==> src/rtl/bist_pkg.sv <==
// Shared types and constants for the combinational-netlist BIST harness.
// Tap masks mark the bits XOR-ed into the shift-in feedback bit.
package bist_pkg;

  typedef enum logic [1:0] {
    ST_IDLE    = 2'd0,
    ST_APPLY   = 2'd1,
    ST_CAPTURE = 2'd2,
    ST_DONE    = 2'd3
  } bist_state_e;

  // x^14+x^5+x^3+x+1 taps bits 13,4,2,0; x^8+x^6+x^5+x^4+1 taps bits 7,5,4,3
  localparam logic [13:0] LFSR_TAPS = 14'h2015;
  localparam logic [7:0]  MISR_TAPS = 8'hB8;

  localparam int CNT_W = 16;

endpackage

==> src/rtl/bist_misr.sv <==
// Multiple-input signature register: shift left with tap feedback, XOR in data.
// Clear has priority over enable so a restart always begins from a zero seed.
module bist_misr #(
  parameter int             W    = 8,
  parameter logic [W-1:0]   TAPS = 8'hB8
) (
  input  logic         clk,
  input  logic         rst,
  input  logic         en_i,
  input  logic         clr_i,
  input  logic [W-1:0] data_i,
  output logic [W-1:0] sig_o,
  output logic [W-1:0] sig_nxt_o
);

  logic [W-1:0] sig_q;

  assign sig_nxt_o = {sig_q[W-2:0], ^(sig_q & TAPS)} ^ data_i;
  assign sig_o     = sig_q;

  always_ff @(posedge clk or posedge rst) begin
    if (rst) begin
      sig_q <= '0;
    end else if (clr_i) begin
      sig_q <= '0;
    end else if (en_i) begin
      sig_q <= sig_nxt_o;
    end
  end

endmodule

==> src/rtl/comb_bist_ctrl.sv <==
// BIST controller: LFSR patterns into the mapped netlist, MISR on its outputs,
// signature compare at the end of a run.
//
// state   | meaning
// IDLE    | waiting for start after reset
// APPLY   | pattern on pat_out, settle counter running
// CAPTURE | absorb resp_in, count pattern, advance LFSR
// DONE    | results held; start re-runs
module comb_bist_ctrl
  import bist_pkg::*;
#(
  parameter int              IN_W       = 14,
  parameter int              OUT_W      = 8,
  parameter int              N_PATTERNS = 256,
  parameter int              SETTLE_CYC = 2,
  parameter logic [IN_W-1:0] LFSR_SEED  = 14'h0001
) (
  input  logic             clk,
  input  logic             rst,
  input  logic             start,
  input  logic [OUT_W-1:0] exp_sig,
  output logic [IN_W-1:0]  pat_out,
  input  logic [OUT_W-1:0] resp_in,
  output logic             busy,
  output logic             done,
  output logic             pass,
  output logic [OUT_W-1:0] signature,
  output logic [CNT_W-1:0] pat_cnt
);

  localparam logic [15:0]      SETTLE_LAST = 16'(SETTLE_CYC - 1);
  localparam logic [CNT_W-1:0] CNT_LAST    = CNT_W'(N_PATTERNS);
  localparam logic [IN_W-1:0]  LFSR_MASK   = IN_W'(LFSR_TAPS);
  localparam logic [OUT_W-1:0] MISR_MASK   = OUT_W'(MISR_TAPS);

  bist_state_e      state_q, state_d;
  logic [IN_W-1:0]  lfsr_q, lfsr_d;
  logic [CNT_W-1:0] cnt_q, cnt_d;
  logic [15:0]      settle_q, settle_d;
  logic             done_q, done_d;
  logic             pass_q, pass_d;

  logic             misr_en, misr_clr;
  logic [OUT_W-1:0] sig_nxt;
  logic [CNT_W-1:0] cnt_inc;
  logic [IN_W-1:0]  lfsr_step;

  assign cnt_inc   = cnt_q + 1'b1;
  assign lfsr_step = {lfsr_q[IN_W-2:0], ^(lfsr_q & LFSR_MASK)};

  always_comb begin
    state_d  = state_q;
    lfsr_d   = lfsr_q;
    cnt_d    = cnt_q;
    settle_d = settle_q;
    done_d   = done_q;
    pass_d   = pass_q;
    misr_en  = 1'b0;
    misr_clr = 1'b0;

    case (state_q)
      ST_APPLY: begin
        if (settle_q == SETTLE_LAST) begin
          settle_d = '0;
          state_d  = ST_CAPTURE;
        end else begin
          settle_d = settle_q + 1'b1;
        end
      end
      ST_CAPTURE: begin
        misr_en = 1'b1;
        cnt_d   = cnt_inc;
        lfsr_d  = lfsr_step;
        if (cnt_inc == CNT_LAST) begin
          state_d = ST_DONE;
          pass_d  = (sig_nxt == exp_sig);
        end else begin
          state_d = ST_APPLY;
        end
      end
      ST_DONE: begin
        done_d = 1'b1;
      end
      default: begin
        state_d = ST_IDLE;
      end
    endcase

    // IDLE and DONE share the restart path; done drops on the start edge
    if ((state_q == ST_IDLE || state_q == ST_DONE) && start) begin
      state_d  = ST_APPLY;
      lfsr_d   = LFSR_SEED;
      cnt_d    = '0;
      settle_d = '0;
      done_d   = 1'b0;
      pass_d   = 1'b0;
      misr_clr = 1'b1;
    end
  end

  always_ff @(posedge clk or posedge rst) begin
    if (rst) begin
      state_q  <= ST_IDLE;
      lfsr_q   <= '0;
      cnt_q    <= '0;
      settle_q <= '0;
      done_q   <= 1'b0;
      pass_q   <= 1'b0;
    end else begin
      state_q  <= state_d;
      lfsr_q   <= lfsr_d;
      cnt_q    <= cnt_d;
      settle_q <= settle_d;
      done_q   <= done_d;
      pass_q   <= pass_d;
    end
  end

  bist_misr #(
    .W    (OUT_W),
    .TAPS (MISR_MASK)
  ) u_misr (
    .clk       (clk),
    .rst       (rst),
    .en_i      (misr_en),
    .clr_i     (misr_clr),
    .data_i    (resp_in),
    .sig_o     (signature),
    .sig_nxt_o (sig_nxt)
  );

  assign pat_out = lfsr_q;
  assign pat_cnt = cnt_q;
  assign busy    = (state_q == ST_APPLY) || (state_q == ST_CAPTURE);
  assign done    = done_q;
  assign pass    = pass_q & done_q;

endmodule

==> config.mk <==
export PLATFORM = sky130hd
export DESIGN_NAME = comb_bist_ctrl
export DESIGN_NICKNAME = d
export VERILOG_FILES = /design/src/rtl/bist_pkg.sv /design/src/rtl/bist_misr.sv /design/src/rtl/comb_bist_ctrl.sv
export SDC_FILE = /design/constraint.sdc
export NUM_CORES = 1
export LEC_CHECK = 0
export ABC_AREA = 1
export CORE_MARGIN = 1
export CORE_UTILIZATION = 25
export CTS_BUF_LIST = sky130_fd_sc_hd__clkbuf_2 sky130_fd_sc_hd__clkbuf_4 sky130_fd_sc_hd__clkbuf_8
export DETAILED_ROUTE_END_ITERATION = 6
export PLACE_DENSITY = 0.56
export SLEW_MARGIN = 0
export SYNTH_ARGS = -nofsm -noshare
export SYNTH_HDL_FRONTEND = slang
export SYNTH_SLANG_ARGS = --single-unit
==> constraint.sdc <==
create_clock -name clk -period 1.8 [get_ports clk]
set_clock_uncertainty 0.2 [all_clocks]
set_input_delay 0.27 -clock clk [delete_from_list [all_inputs] [get_ports clk]]
set_output_delay 0.27 -clock clk [all_outputs]
set_load 0.03 [all_outputs]
==> run summary, run 1 <==
Status - finished with violations
Failing checks - setup timing
Area grow syn2layout - 54.3%
Cts bufs inserted - 9
Drt first pass iters - 5
Antenna-violating nets left - 0
Mapped Area - 3370 um2
Final #Nets - 633
Fin crit share - 102%
Syn nets - 493
#FFs+latches synth - 58
Worst r2r src - pat_cnt[0]
Share of cells above drive strength 1 - 25.0%
H-tree Lvls - 3
Diode count - 0
Pre-CTS WS - -0.136 ns
CP most frequent cell - nand2_1
Clock slew at reported path FFs - 0.07 ns
Synthesized instance count - 467
Vias in the first global route - 3,496
Max Slew Vio Count - 0
Relative slew slack - 73.4%
Netlist cell types - 29
Die ar. - 13,900 um2
Pwr dens - 1000 nW/um2
Starting density of the core - 25.5%
CP max-delay cell - dfrtp_2
Hold Fails Final Rpt - 0
Hpwl dp - 7330 um
Die width - 118 um
GP Congestion - 0.857
Synthesized area per cell - 7.22 um2
DR WL/cell - 12.6 um
Overall Power - 5220 uW
Filler cells - 1,326
Max-cap violations - 0
CP Launch Type - flop
HP Class - input port to asynchronous set/reset pin
Crit path kind - flop to flop
Ys async rst share - 100%
Row count - 42
Worst skew pair latency - 0.34 ns
Arrival @ worst endpoint - 1.85 ns
CTS tree - done
Final-report setup violation count - 1
Core area - 13,200 um2
Global-route usage over all layers - 14.8%
Via count - 3,547
Crit-path cells - buf_4 -> nand3_2 -> nor2_2 -> nand3_1 -> nand2_1 -> nand2_1 -> nor2_1 -> nand2_1 -> nor2_2 -> nand3_1 -> nand2_1 -> nor2_1
Sequential area share after synthesis - 43.1%
Clock Sinks - 58
VDD IR max - 0.000463 V
Die Y - 118 um
Synth area leader - dfrtp_1
Ys Warns - 0
Final setup margin - -0.0303 ns
Highest Clock Rate - 546 MHz
Worst-margin pin slew - 0.397 ns
Initial antenna violation count - 0
Leak Pwr - 0.00258 uW
Via/cell ratio - 4.50
Layout Utilization - 39.4%
# IOs - 60
Share of the synthesized area in the top cell type - 43.1%
Fin Hold WS - 0.0778 ns
CTS max path bufs - 2
Multi-input logic area - 1750 um2
RSZ-0062 raised after global routing - true
Ranking of synthesized cells by area - dfrtp_1, nand2_1, inv_1
First-pass GRT wire length - 16,600 um
Post-synth EDFFs - 0
Final wirelength - 9970 um
Max stage delay on crit path - 0.41 ns
Initial DRC count - 191
Post-layout min period - 1.83 ns
GRT overflow - 0
Crit. Startpoint - pat_cnt[0]
Worst setup EP type - flop
Reg area - 1460 um2
# DRC - 0
Largest net degree at the start of global routing - 26
Critical Path RT - 1.82 ns
Crit Path Max Fanout - 4
Port Buffer Count - 59
Post-synth top flop - dfrtp_1
Root Driver - clkbuf_8
Yosys cell counts, types with 2 or more instances:
library cell / n
nand3_1: 35
nor2_2: 6
xnor2_1: 3
o22ai_1: 33
nand2_2: 2
nand4_1: 9
xor2_1: 5
clkbuf_1: 6
ha_1: 7
nand3b_1: 5
nor2_4: 2
a21oi_1: 5
o21ai_0: 23
o32ai_1: 2
dfrtp_1: 58
inv_1: 82
nand2_1: 132
nor2_1: 41
critical path, delay by kind of cell, from the launching register on:
kind / cells / cell delay, ns
buf+inv: 1 / 0.13
flops: 1 / 0.41
simple gates: 11 / 0.97
power by group:
group	switching (uW)	leakage, uW	internal, uW
logic	1250	0.00167	922
clock network	549	0.000119	891
registers	159	0.000789	1450
area by class of cell:
cell class	count	share of cell area (%)
Clock buffer	12	3.18
Clock inverter	4	1.40
Inverter	83	6.14
Multi-Input combinational cell	319	33.6
Sequential cell	58	28.1
Tap cell	176	4.23
Timing Repair Buffer	136	23.4
routing by layer:
layer,wire length (um),GRT usage [%],vias to the layer above
li1,-,-,1789
met1,4440,18.3,1679
met2,5090,25.9,70
met3,323,2.57,9
met4,111,4.97,0
met5,0,0,-
final timing paths:
path,slack [ns],depth (start not counted),endpoint
max,-0.03,12,pass_q
max in group asynchronous,0.86,3,pat_cnt[6]
min in group clk,0.34,2,u_misr.sig_o[2]
min,0.08,2,settle_q[9]
max reg2reg,-0.03,12,pass_q
min reg2reg,0.34,2,u_misr.sig_o[2]
placed cells by master (no fill, tap or decap), types with 18 or more instances in the layout:
| cell | count |
|---|---|
| nand2_1 | 124 |
| inv_1 | 75 |
| buf_4 | 67 |
| dfrtp_1 | 52 |
| dlygate4sd2_1 | 34 |
| o22ai_1 | 32 |
| nand3_1 | 30 |
| nor2_1 | 30 |
| o21ai_0 | 18 |
| clkdlybuf4s50_1 | 18 |
logic make-up after synthesis:
| logic type | synth area share (%) |
|---|---|
| AOI/OAI and AO/OA | 11.7 |
| xor gates and xnor gates | 2.08 |
| adders and majority gates | 2.60 |
| buffers and inverters | 10.0 |
| DFF | 43.1 |
| and+or+nand+nor | 30.5 |
what timing repair did:
action,CTS,global route
setup buffers,5,7
gates resized for setup,66,35
hold buffers,0,0
pin swaps,12,11
endpoints found under the setup margin,49,41
state kept, by name, indices dropped and copies added, names as in the netlist:
name,flops
done,1
pass_q,1
pat_cnt,16
pat_out,14
settle_q,16
state_q,2
u_misr.sig_o,8
stage by stage:
| stage | std cells | setup TNS (ns) | cell area (um2) |
|---|---|---|---|
| 2_1_floorplan | 467 | -0.385 | 3410 |
| 3_3_place_gp | 760 | -1.98 | 4750 |
| 3_5_place_dp | 760 | -2.19 | 4750 |
| 4_1_cts | 781 | -0.0103 | 5050 |
| 5_1_grt | 788 | -0.537 | 5200 |
| 6_report | 788 | -0.0303 | 5200 |
No activity file was read; power rests on OpenSTA's default activity.
==> inputs of run 2 (changes only) <==
--- a/config.mk
+++ b/config.mk
@@ -6,6 +6,7 @@
 export NUM_CORES = 1
 export LEC_CHECK = 0
 export ABC_AREA = 1
+export CAP_MARGIN = 20
 export CORE_MARGIN = 1
 export CORE_UTILIZATION = 25
 export CTS_BUF_LIST = sky130_fd_sc_hd__clkbuf_2 sky130_fd_sc_hd__clkbuf_4 sky130_fd_sc_hd__clkbuf_8
==> results of run 2 <==
Same layout as run 1: the final DEF is identical, and so are final timing and power.
